<file path="config.mk">
export PLATFORM = sky130hd
export DESIGN_NAME = load_store_unit
export DESIGN_NICKNAME = d
export VERILOG_FILES = /design/src/rtl/load_store_unit.sv
export SDC_FILE = /design/constraint.sdc
export NUM_CORES = 1
export LEC_CHECK = 0
export ABC_AREA = 1
export CAP_MARGIN = 20
export CORE_MARGIN = 2
export CORE_UTILIZATION = 49
export DETAILED_ROUTE_END_ITERATION = 8
export PLACE_DENSITY = 0.82
export SYNTH_ARGS = -nofsm -noshare
export SYNTH_HDL_FRONTEND = slang
export SYNTH_SLANG_ARGS = --single-unit
</file>
<file path="constraint.sdc">
create_clock -name clk -period 2.3 [get_ports clk]
set_input_delay 0.345 -clock clk [delete_from_list [all_inputs] [get_ports clk]]
set_output_delay 0.345 -clock clk [all_outputs]
set_load 0.1 [all_outputs]
</file>
<file path="src/rtl/load_store_unit.sv">
// load_store_unit: MEM-stage initiator for a word/doubleword-only data memory.
// Byte and halfword loads are extracted from a word read; byte and halfword
// stores are done as a word read-modify-write. Alignment, range and funct3
// legality are checked at accept time, so a faulting request never touches
// the memory port.
module load_store_unit #(
    parameter int MEM_BYTES = 64
) (
    input  logic        clk,
    input  logic        rst_n,
    // Request handshake
    input  logic        req_valid,
    output logic        req_ready,
    input  logic        req_store,
    input  logic [2:0]  req_funct3,
    input  logic [63:0] req_addr,
    input  logic [63:0] req_wdata,
    // Response handshake
    output logic        resp_valid,
    input  logic        resp_ready,
    output logic [63:0] resp_rdata,
    output logic        resp_fault,
    // Data memory port
    output logic [63:0] Mem_Addr,
    output logic [63:0] Write_Data,
    output logic        MemRead,
    output logic        MemWrite,
    output logic [2:0]  funct3,
    input  logic [63:0] Read_Data
);

    typedef enum logic [2:0] {
        S_IDLE,
        S_READ,
        S_RMW_READ,
        S_WRITE,
        S_RESP
    } state_t;

    localparam logic [64:0] LP_MEM_END = 65'(MEM_BYTES);

    state_t      r_state;
    logic        r_store;
    logic [2:0]  r_funct3;
    logic [63:0] r_addr;
    logic [63:0] r_wdata;
    logic [31:0] r_merged;
    logic [63:0] r_rdata;
    logic        r_fault;

    // Accept-time fault evaluation on the raw request
    logic [3:0]  w_size;
    logic [64:0] w_end;
    logic        w_illegal;
    logic        w_misalign;
    logic        w_range;
    logic        w_fault;

    assign w_size    = 4'd1 << req_funct3[1:0];
    // A 65-bit sum keeps a wrap past 2^64 visible to the range compare.
    assign w_end     = {1'b0, req_addr} + {61'd0, w_size};
    assign w_range   = w_end > LP_MEM_END;
    assign w_illegal = req_store ? req_funct3[2] : (req_funct3 == 3'b111);
    assign w_fault   = w_illegal | w_misalign | w_range;

    // Alignment requirement depends only on access size
    always_comb begin
        // NOTE: every always_comb output gets a default first so no path can infer a latch.
        w_misalign = 1'b0;
        case (req_funct3[1:0])
            2'b01:   w_misalign = &req_addr[1:0];
            2'b10:   w_misalign = |req_addr[1:0];
            2'b11:   w_misalign = |req_addr[2:0];
            default: w_misalign = 1'b0;
        endcase
    end

    // Datapath helpers derived from latched request
    logic        w_is_dw;
    logic [63:0] w_aligned;
    logic [4:0]  w_shamt;
    logic [31:0] w_lane;
    logic [31:0] w_mask;
    logic [31:0] w_ins;
    logic [31:0] w_merged;
    logic [63:0] w_load_data;

    assign w_is_dw   = (r_funct3 == 3'b011);
    assign w_aligned = {r_addr[63:2], 2'b00};
    assign w_shamt   = {r_addr[1:0], 3'b000};
    assign w_lane    = Read_Data[31:0] >> w_shamt;
    assign w_mask    = (r_funct3[0] ? 32'h0000_FFFF : 32'h0000_00FF) << w_shamt;
    assign w_ins     = {16'd0, r_wdata[15:0]} << w_shamt;
    assign w_merged  = (Read_Data[31:0] & ~w_mask) | (w_ins & w_mask);

    // Sign/zero extension of the addressed lane per load funct3
    always_comb begin
        w_load_data = 64'd0;
        case (r_funct3)
            3'b000:  w_load_data = {{56{w_lane[7]}}, w_lane[7:0]};
            3'b001:  w_load_data = {{48{w_lane[15]}}, w_lane[15:0]};
            3'b010:  w_load_data = {{32{w_lane[31]}}, w_lane};
            3'b011:  w_load_data = Read_Data;
            3'b100:  w_load_data = {56'd0, w_lane[7:0]};
            3'b101:  w_load_data = {48'd0, w_lane[15:0]};
            3'b110:  w_load_data = {32'd0, w_lane};
            default: w_load_data = 64'd0;
        endcase
    end

    // Control FSM: request latch, memory sequencing and response hold
    always_ff @(posedge clk or negedge rst_n) begin
        if (!rst_n) begin
            r_state  <= S_IDLE;
            r_store  <= 1'b0;
            r_funct3 <= 3'd0;
            r_addr   <= 64'd0;
            r_wdata  <= 64'd0;
            r_merged <= 32'd0;
            r_rdata  <= 64'd0;
            r_fault  <= 1'b0;
        end else begin
            // NOTE: state registers use non-blocking assignment so every flop samples pre-edge values.
            case (r_state)
                S_IDLE: begin
                    if (req_valid) begin
                        r_store  <= req_store;
                        r_funct3 <= req_funct3;
                        r_addr   <= req_addr;
                        r_wdata  <= req_wdata;
                        r_rdata  <= 64'd0;
                        r_fault  <= w_fault;
                        if (w_fault)                 r_state <= S_RESP;
                        else if (!req_store)         r_state <= S_READ;
                        else if (req_funct3[1])      r_state <= S_WRITE;
                        else                         r_state <= S_RMW_READ;
                    end
                end
                S_READ: begin
                    r_rdata <= w_load_data;
                    r_state <= S_RESP;
                end
                S_RMW_READ: begin
                    r_merged <= w_merged;
                    r_state  <= S_WRITE;
                end
                S_WRITE: begin
                    r_state <= S_RESP;
                end
                S_RESP: begin
                    if (resp_ready) begin
                        r_rdata <= 64'd0;
                        r_fault <= 1'b0;
                        r_state <= S_IDLE;
                    end
                end
                default: r_state <= S_IDLE;
            endcase
        end
    end

    // Memory-port drive, decoded from state; idle in IDLE and RESP
    always_comb begin
        Mem_Addr   = 64'd0;
        Write_Data = 64'd0;
        MemRead    = 1'b0;
        MemWrite   = 1'b0;
        funct3     = 3'd0;
        case (r_state)
            S_READ: begin
                MemRead  = 1'b1;
                Mem_Addr = w_is_dw ? r_addr : w_aligned;
                funct3   = w_is_dw ? 3'b011 : 3'b010;
            end
            S_RMW_READ: begin
                MemRead  = 1'b1;
                Mem_Addr = w_aligned;
                funct3   = 3'b010;
            end
            S_WRITE: begin
                MemWrite = 1'b1;
                funct3   = w_is_dw ? 3'b011 : 3'b010;
                if (r_funct3[1]) begin
                    Mem_Addr   = r_addr;
                    Write_Data = r_wdata;
                end else begin
                    Mem_Addr   = w_aligned;
                    Write_Data = {32'd0, r_merged};
                end
            end
            default: ;
        endcase
    end

    assign req_ready  = (r_state == S_IDLE);
    assign resp_valid = (r_state == S_RESP);
    assign resp_rdata = r_rdata;
    assign resp_fault = r_fault;

endmodule

</file>
## Word-level counts from Yosys, hierarchy flattened

Cells that the tools add are included.

- Mux-type cells: 25
- Reductions and logical operators: 13
- Shift operators: 4
- $lt $le $gt $ge: 1
- $add $sub $neg: 1
- Eq/ne operators: 16
- Bitwise logic cells: 6

Operators by type and width:

| kind | number |
|---|---|
| $pmux 64 s7 | 1 |
| $pmux 64 s3 | 2 |
| $mux 64 | 4 |
| $add 64x4->65 | 1 |
| $gt 65x7->1 const B | 1 |
| $and 32x32->32 | 2 |
| $shl 16x5->32 | 2 |
| $not 32->32 | 1 |
| $or 32x32->32 | 1 |
| $shr 32x5->32 | 1 |
| $mux 16 | 1 |
| $eq 3x3->1 const B | 5 |
| $eq 3x2->1 const B | 4 |
| $pmux 3 s4 | 1 |
| $mux 3 | 3 |
| $mux 1 | 7 |
| $eq 3x1->1 const B | 2 |
| $logic_not 3->1 | 2 |
| $mux 2 | 3 |
| $reduce_and 2->1 | 3 |
| $reduce_and 3->1 | 2 |
| $reduce_or 2->1 | 3 |
| $eq 2x2->1 const B | 2 |
| $pmux 2 s2 | 1 |
| 10 further kinds | 11 |

- Flip-flop bits (word level): 231
- Output and inout bits: 200
- Word-level logic and storage cells: 73

## Depth between registers and ports, before layout

Gate-level depths: netlist of the first run.

- Word-level depth: 7
- Depth in mapped cells: 24
- Mapped depth without buffers: 24

## Worst setup path after synthesis of the first run

No wires, ideal clock.

- Path type: register to output
- Start point: register r_state[1]
- End point: output Mem_Addr[10]
- Buffers on the path: 1
- Stages on the path, launching flop included: 6
- Arrival: 3459 ps
- Slack: -1504 ps
- Cells stage by stage: dfrtp_1 > nor2_1 > nor2_1 > inv_2 > clkbuf_1 > nor2_1

- Word-level cells in the longest chain between the ends: 2

Ends and longest elaborated chain:

| what | RTL line | RTL |
|---|---|---|
| start: declaration | 42 | `state_t r_state;` |
| start signal: assignment | 114 | `r_state <= S_IDLE;` |
| start signal: assignment | 133 | `if (w_fault) r_state <= S_RESP;` |
| start signal: assignment | 134 | `else if (!req_store) r_state <= S_READ;` |
| $eq 3x2->1 or $eq 3x1->1 (tied branches) | 169 | `case (r_state)` |
| $pmux 64 s3 * | 169 |  |
| end: declaration | 24 | `output logic [63:0] Mem_Addr,` |

Mark *: on every way between the ends. The rest lies on a longest branch, timed or not.

## Worst setup path in the final report of the first run

- Start point: input req_addr[12]
- End point: register r_state[2]

- Word-level cells in the longest chain between the ends: 6

Ends and longest elaborated chain:

| what | RTL line | RTL |
|---|---|---|
| start: declaration | 16 | `input logic [63:0] req_addr,` |
| $add 64x4->65 | 61 | `assign w_end = {1'b0, req_addr} + {61'd0, w_size};` |
| $gt 65x7->1 | 62 | `assign w_range = w_end > LP_MEM_END;` |
| $or 1x1->1 | 64 | `assign w_fault = w_illegal \| w_misalign \| w_range;` |
| $mux 3 | 133 |  |
| $mux 3 | 126 | `if (req_valid) begin` |
| $pmux 3 s4 | 124 | `case (r_state)` |
| end signal: assignment | 133 |  |
| end signal: assignment | 134 |  |
| end signal: assignment | 135 | `else if (req_funct3[1]) r_state <= S_WRITE;` |

Every way passes these cells. The select of a mux whose other input is x is not followed.
A chain may end at the register's enable or synchronous reset.

==> results of run 1 <==
critical path, delay by kind of cell:
family	cells	cell delay (ns)
buffers and inverters	2	0.73
and+or+nand+nor	17	1.77
registers in the layout, indices dropped and copies added, names as in the netlist:
register / flops
r_state: 3
resp_rdata: 64
resp_fault: 1
r_merged: 32
r_funct3: 3
r_wdata: 64
r_addr: 64
through the flow:
step / hold slack [ns] / power, mW / util, % / TNS [ns]
global placement: 0.346 / 12.0 / 76.9 / -9.27
floorplan: 0.0494 / 9.80 / - / -90.56
CTS: 0.180 / 16.7 / 81.5 / -9.36
finish: 0.218 / 17.3 / 83.2 / -2.99
global route: 0.252 / 18.1 / 83.2 / -6.61
detailed placement: 0.356 / 12.4 / 76.9 / -10.47
cell families (layout without fill, tap and decap cells):
group	count (synthesis)	after routing	share of synthesized area, %
compound gates	437	437	17.0
other cells	1	1	0.0268
xor+xnor	11	11	0.687
flops	231	231	41.2
simple gates	877	878	26.4
fa+ha+maj	5	5	0.500
buf+inv	461	1070	12.5
mux	21	21	1.66
synth_stat cells (4+ instances only):
cell	count
a21oi_1	70
a221oi_1	5
a22oi_1	7
buf_1	8
buf_2	10
clkbuf_1	71
dfrtp_1	231
ha_1	4
inv_1	367
mux2_2	18
nand2_1	467
nand2_2	13
nand3_1	62
nand3_2	7
nand3b_1	10
nand4_1	26
nor2_1	247
nor2_2	14
nor2_4	4
nor3_1	13
o211ai_1	16
o21ai_0	255
o21ai_1	9
o22ai_1	67
or2_2	5
xor2_1	8
power by group:
group	internal [mW]	switching, mW
registers	5.20	0.607
clock network	2.38	1.72
logic	2.52	4.88
repair_timing:
item,in CTS,in global routing
gates resized for setup,100,84
buffers inserted,9,11
cloned,3,4
pin swaps,17,27
hold buffers,1,0
endpoints found under the setup margin,90,146
endpoints found under the hold margin,58,0
metal layers:
metal / up-vias / share of wire (%)
met2: 1134 / 48
met4: 0 / 6.5
met3: 297 / 9.3
li1: 7654 / -
met5: - / 0
met1: 8124 / 36
layout by cell type (no fill, tap or decap), drive strengths merged, types with 9 or more instances in the layout:
cell type | Yosys | routed
dlygate4sd2 | 0 | 10
buf | 19 | 455
o211ai | 16 | 16
o22ai | 67 | 67
nand4 | 26 | 26
clkdlybuf4s50 | 0 | 179
clkbuf | 71 | 38
inv | 369 | 358
dfrtp | 231 | 231
nor3 | 13 | 13
o21ai | 264 | 264
nor2 | 266 | 267
mux2 | 18 | 18
clkinvlp | 0 | 11
nand3 | 69 | 69
nand2 | 481 | 481
clkinv | 2 | 9
nand3b | 11 | 11
a21oi | 71 | 71
layout make-up:
class                      count  area (sq um)  area share [%]
sequential                   231          5790            24.8
clock buffer                  35           713            3.06
inverter                     371          1440            6.19
multi-input combinational   1353          7370            31.6
timing repair buffer         655          7400            31.8
clock inverter                 9           109           0.467
tap                          378           473            2.03
final timing paths:
check                        startpoint           to  slack [ns]
hold / removal             req_addr[17]   r_addr[17]        0.22
setup reg to reg             r_state[1]  r_wdata[50]        0.14
max in group asynchronous         rst_n  r_wdata[25]        1.24
min in group asynchronous         rst_n   r_addr[44]        0.36
hold reg to reg             r_wdata[16]  r_wdata[16]        0.51
setup / recovery           req_addr[12]   r_state[2]       -0.13
==> impl_metrics.ini, run 1 <==
[critical_path]
cp_max_fo = 4
critPathKind = in -> reg
critPathLaunchType = input port
path_cells = clkdlybuf4s50_1, nand2_1, nor2_2, nand2_2, buf_4, nor2_1, nand2_1, nand2_1, nand2_1, nor2_1, nand3_1, nor2_2, nand3_1, nor2_2, nand3_2, nand2_1, nand2_1, nand2_1, nand2_1
worst_setup_path_end_kind = flip-flop
cp.required_ns = 2.73
crit_top_cell = nand2_1
max_stage_delay_ns = 0.56
arrival_ns = 2.86
cpMaxStageDelayCell = clkdlybuf4s50_1
rr_worst_depth = 9

[finish]
antenna_cells = 0
area_delta_synth_final_pct = 66.2
nFillCells = 1592
nNetsFinal = 2842
drive_gt1_share_pct = 27.7
stdcell_area_sq_mm = 0.0233
final_cells = 3032

[die]
die-area_sq_mm = 0.0300
initial_utilization_pct = 50.0
rows = 61
dieWidth_um = 173
die_h_um = 173
boundaryPins = 400
coreArea_sq_mm = 0.0280

[placement]
dpl_worst_slack_ns = -1.17
dp.cells = 2961
dp_hpwl_mm = 44.5
post_dp_cell_area_sq_mm = 0.0215
routabilityCongestion = 1.00
port_buffers = 398

[global_routing]
top_usage_layer = met2
grtUsageMet3_pct = 7.04
gr-usage-met2_pct = 69.2
gr-usage-all-layers_pct = 39.7
antenna_found_initial = 0
grt_max_degree = 86
gr-total-overflow = 0
grt_pass1_vias = 17268
met1_usage_pct = 47.3
grt_first_pass_wirelength_mm = 94.6

[detailed_routing]
via_per_inst = 5.68
drc = 0
drtIter0Drc = 2213
antenna_left = 0
route.detailed.wl_per_inst_um = 20.8
firstDrtPassIters = 9
wl_mm = 63.0
vias = 17209

[clocking]
clkTransAtPathRegs_ns = 0.06
root_buffer = clkbuf_16
clock-sinks = 231
cts_buffers = 25
cts_tree = yes
h-tree-depth = 1
cts_buffer_depth = 3
clock_latency_ns = 0.54

[timing]
setup_ws_ns = -0.127
period_minus_slack_ns = 2.43
hold_viol_final = 0
slew_headroom_pct = 54.1
tightestPinTransition_ns = 0.684
rsz0062_at_grt = yes
final_max_slew_viol_count = 0
skew_ns = 0.00965
setup_viol = 40
fmax_ghz = 0.412
post-route-period-util_pct = 106

[synthesis]
synth_edf_count = 0
syn_avg_cell_area_sq_um = 6.86
synth_top_cell_area_share_pct = 41.2
synth_flop_cell = dfrtp_1
synth_top_cell_by_area = dfrtp_1
ys_types = 44
synth_warnings = 0
synth_cells = 2044
synthTopCellsByArea = dfrtp_1, nand2_1, inv_1
netlist_area_sq_mm = 0.0140
ys_async_sr_fraction_pct = 100
synth_nets = 2249
yosysSeqAreaShare_pct = 41.2
ys_ff_latch = 231

[power]
leakage_nw = 10.7
cellPowerDensity_mw_per_mm2 = 743
vdd_ir_drop_max_uv = 717

[outcome]
violations = setup timing
status = finished with violations

[worst_hold_path]
hp-class = in -> reg
hold_path_depth = 3

[job]
maxCapViolations = 0
(Power assumes the default switching activity.)
==> inputs of run 2 (changes only) <==
--- a/config.mk
+++ b/config.mk
@@ -8,9 +8,10 @@
 export ABC_AREA = 1
 export CAP_MARGIN = 20
 export CORE_MARGIN = 2
-export CORE_UTILIZATION = 49
+export CORE_UTILIZATION = 53
 export DETAILED_ROUTE_END_ITERATION = 8
-export PLACE_DENSITY = 0.82
+export PLACE_DENSITY = 0.88
+export SKIP_CTS_REPAIR_TIMING = 1
 export SYNTH_ARGS = -nofsm -noshare
 export SYNTH_HDL_FRONTEND = slang
 export SYNTH_SLANG_ARGS = --single-unit
==> constraint.sdc (replaced) <==
create_clock -name clk -period 2.85 [get_ports clk]
set_input_delay 0.4275 -clock clk [delete_from_list [all_inputs] [get_ports clk]]
set_output_delay 0.4275 -clock clk [all_outputs]
set_load 0.1 [all_outputs]
==> run 2 against run 1 <==
  * The flow now finishes without violations
  * Cell count decreased by 3.3%
  * Setup slack better by 0.26 ns
  * Die area decreased by 7.4%
  * Highest routed layer is now met5
==> impl_metrics.ini, run 2 (synthesized netlist as in run 1, its figures left out) <==
[timing]
hold_slack_ns = 0.224
post-route-period-util_pct = 95.4
period_minus_slack_ns = 2.72
tightestPinTransition_ns = 0.746
fmax_ghz = 0.368
skew_ns = 0.0236
slew_headroom_pct = 49.9
final_max_slew_viol_count = 0
fin_tns_setup_ns = 0
setup_viol = 0
hold_viol_final = 0

[power]
vdd_ir_drop_max_uv = 619
leakage_nw = 10.2
cellPowerDensity_mw_per_mm2 = 640

[clocking]
cts_tree = yes
cts_buffers = 26
root_buffer = clkbuf_16
clock-sinks = 231
clkTransAtPathRegs_ns = 0.06
clock_latency_ns = 0.55
h-tree-depth = 1
cts_buffer_depth = 3

[critical_path]
path_cells = nor2_1, nand2_1, nor2_1, inv_1, buf_16, nor2_1, buf_12
rr_worst_depth = 10
cpMaxStageDelayCell = dfrtp_1
worst_setup_path_end_kind = output pin
rrSetupSlack_ns = 0.28
crit-reg2reg-launch = r_addr[0]
cp_max_fo = 28
cp.required_ns = 2.42
arrival_ns = 2.29
crit_family = buffers and inverters
critPathKind = reg -> out
crit_buf_inv = 3
max_stage_delay_ns = 0.45
critPathLaunchType = flip-flop
crit_top_cell = nor2_1
reg2reg_to = resp_rdata[17]

[detailed_routing]
top_layer_used = met5
wl_met1_mm = 21.6
drc = 0
via_per_inst = 5.66
firstDrtPassIters = 6
wl_met3_mm = 4.98
wl_mm = 58.7
route.detailed.wl_per_inst_um = 20.0
met2WireLength_mm = 28.6
vias = 16591
antenna_left = 0
drtIter0Drc = 1788

[die]
boundaryPins = 400
die-area_sq_mm = 0.0278
dieWidth_um = 167
coreArea_sq_mm = 0.0260
die_h_um = 167
rows = 59
initial_utilization_pct = 53.9

[outcome]
status = finished clean

[global_routing]
grt_max_degree = 94
gr-usage-all-layers_pct = 40.6
grt_pass1_vias = 16658
grt_first_pass_wirelength_mm = 89.9
antenna_found_initial = 5
gr-total-overflow = 0

[worst_hold_path]
hold_path_depth = 3
hp-class = in -> reg
hold_start = req_funct3[1]
worstHoldEndpoint = r_funct3[1]

[placement]
routabilityCongestion = 1.01
dp.cells = 2874
dp_hpwl_mm = 42.7
port_buffers = 398

[finish]
utilization_pct = 82.2
layout_commonest_cell = nand2_1
nNetsFinal = 2780
final_cell_mix = nand2_1, inv_1, buf_4
final_cells = 2933
area_delta_synth_final_pct = 52.4
drive_gt1_share_pct = 22.5

[job]
maxCapViolations = 0
==> run 2: cell count changes in the layout (fill, tap and decap cells not counted), moves of 7 or more <==
cell             previous run  this run
buf_12                    148        80
buf_4                     299       311
clkdlybuf4s50_1           179       194
clkinvlp_4                 11         3
dlygate4sd2_1              10         0
inv_1                     349       365
nand2_1                   455       466
nor2_1                    125       178
nor2_2                     60        53
nor2_4                     81        34
==> run 2: layout make-up <==
class / count / area (sq um)
Sequential cell: 231 / 5780
Clock inverter: 15 / 186
Inverter: 371 / 1400
Tap cell: 335 / 419
Clock buffer: 33 / 728
Antenna cell: 3 / 7.51
Multi-Input combinational cell: 1352 / 6860
Fill cell: 1563 / 4620
Timing Repair Buffer: 593 / 5980
==> run 2: power by group <==
| part | total [mW] | internal, mW | switching (mW) |
|---|---|---|---|
| Sequential | 4.63 | 4.19 | 0.445 |
| Clock | 3.61 | 2.17 | 1.44 |
| Combinational | 5.42 | 1.80 | 3.63 |
==> run 2: stage by stage <==
step	total power, mW	instance area (sq um)	worst slack [ns]
3_5_place_dp	9.76	20300	-0.775
6_report	13.7	21400	0.130
5_1_grt	14.3	21400	-0.0123
4_1_cts	13.5	21200	-0.224
2_1_floorplan	7.92	14300	-0.223
3_3_place_gp	9.49	20300	-0.693
==> run 2: worst max path at each step <==
stage / from / end / slack (ns) / depth (start not counted)
after detailed placement: req_funct3[1] / r_state[2] / -0.78 / 25
after global placement: req_funct3[1] / r_state[2] / -0.69 / 25
after global routing: req_funct3[1] / r_state[2] / -0.01 / 23
after floorplan: r_funct3[0] / Mem_Addr[0] / -0.22 / 6
after CTS: req_funct3[1] / r_state[2] / -0.22 / 25
final: r_state[2] / Write_Data[54] / 0.13 / 7
==> run 2: worst min-delay path, cell delays in order <==
cell and delay (ns):
buf_2 0.15, nand2_1 0.07, o21ai_0 0.07
==> run 2: routing by layer <==
layer / global-route usage [%] / vias up
met1: 48.6 / 7794
met5: 0 / -
met3: 7.56 / 242
met4: 20.1 / 2
li1: - / 7531
met2: 70.3 / 1022
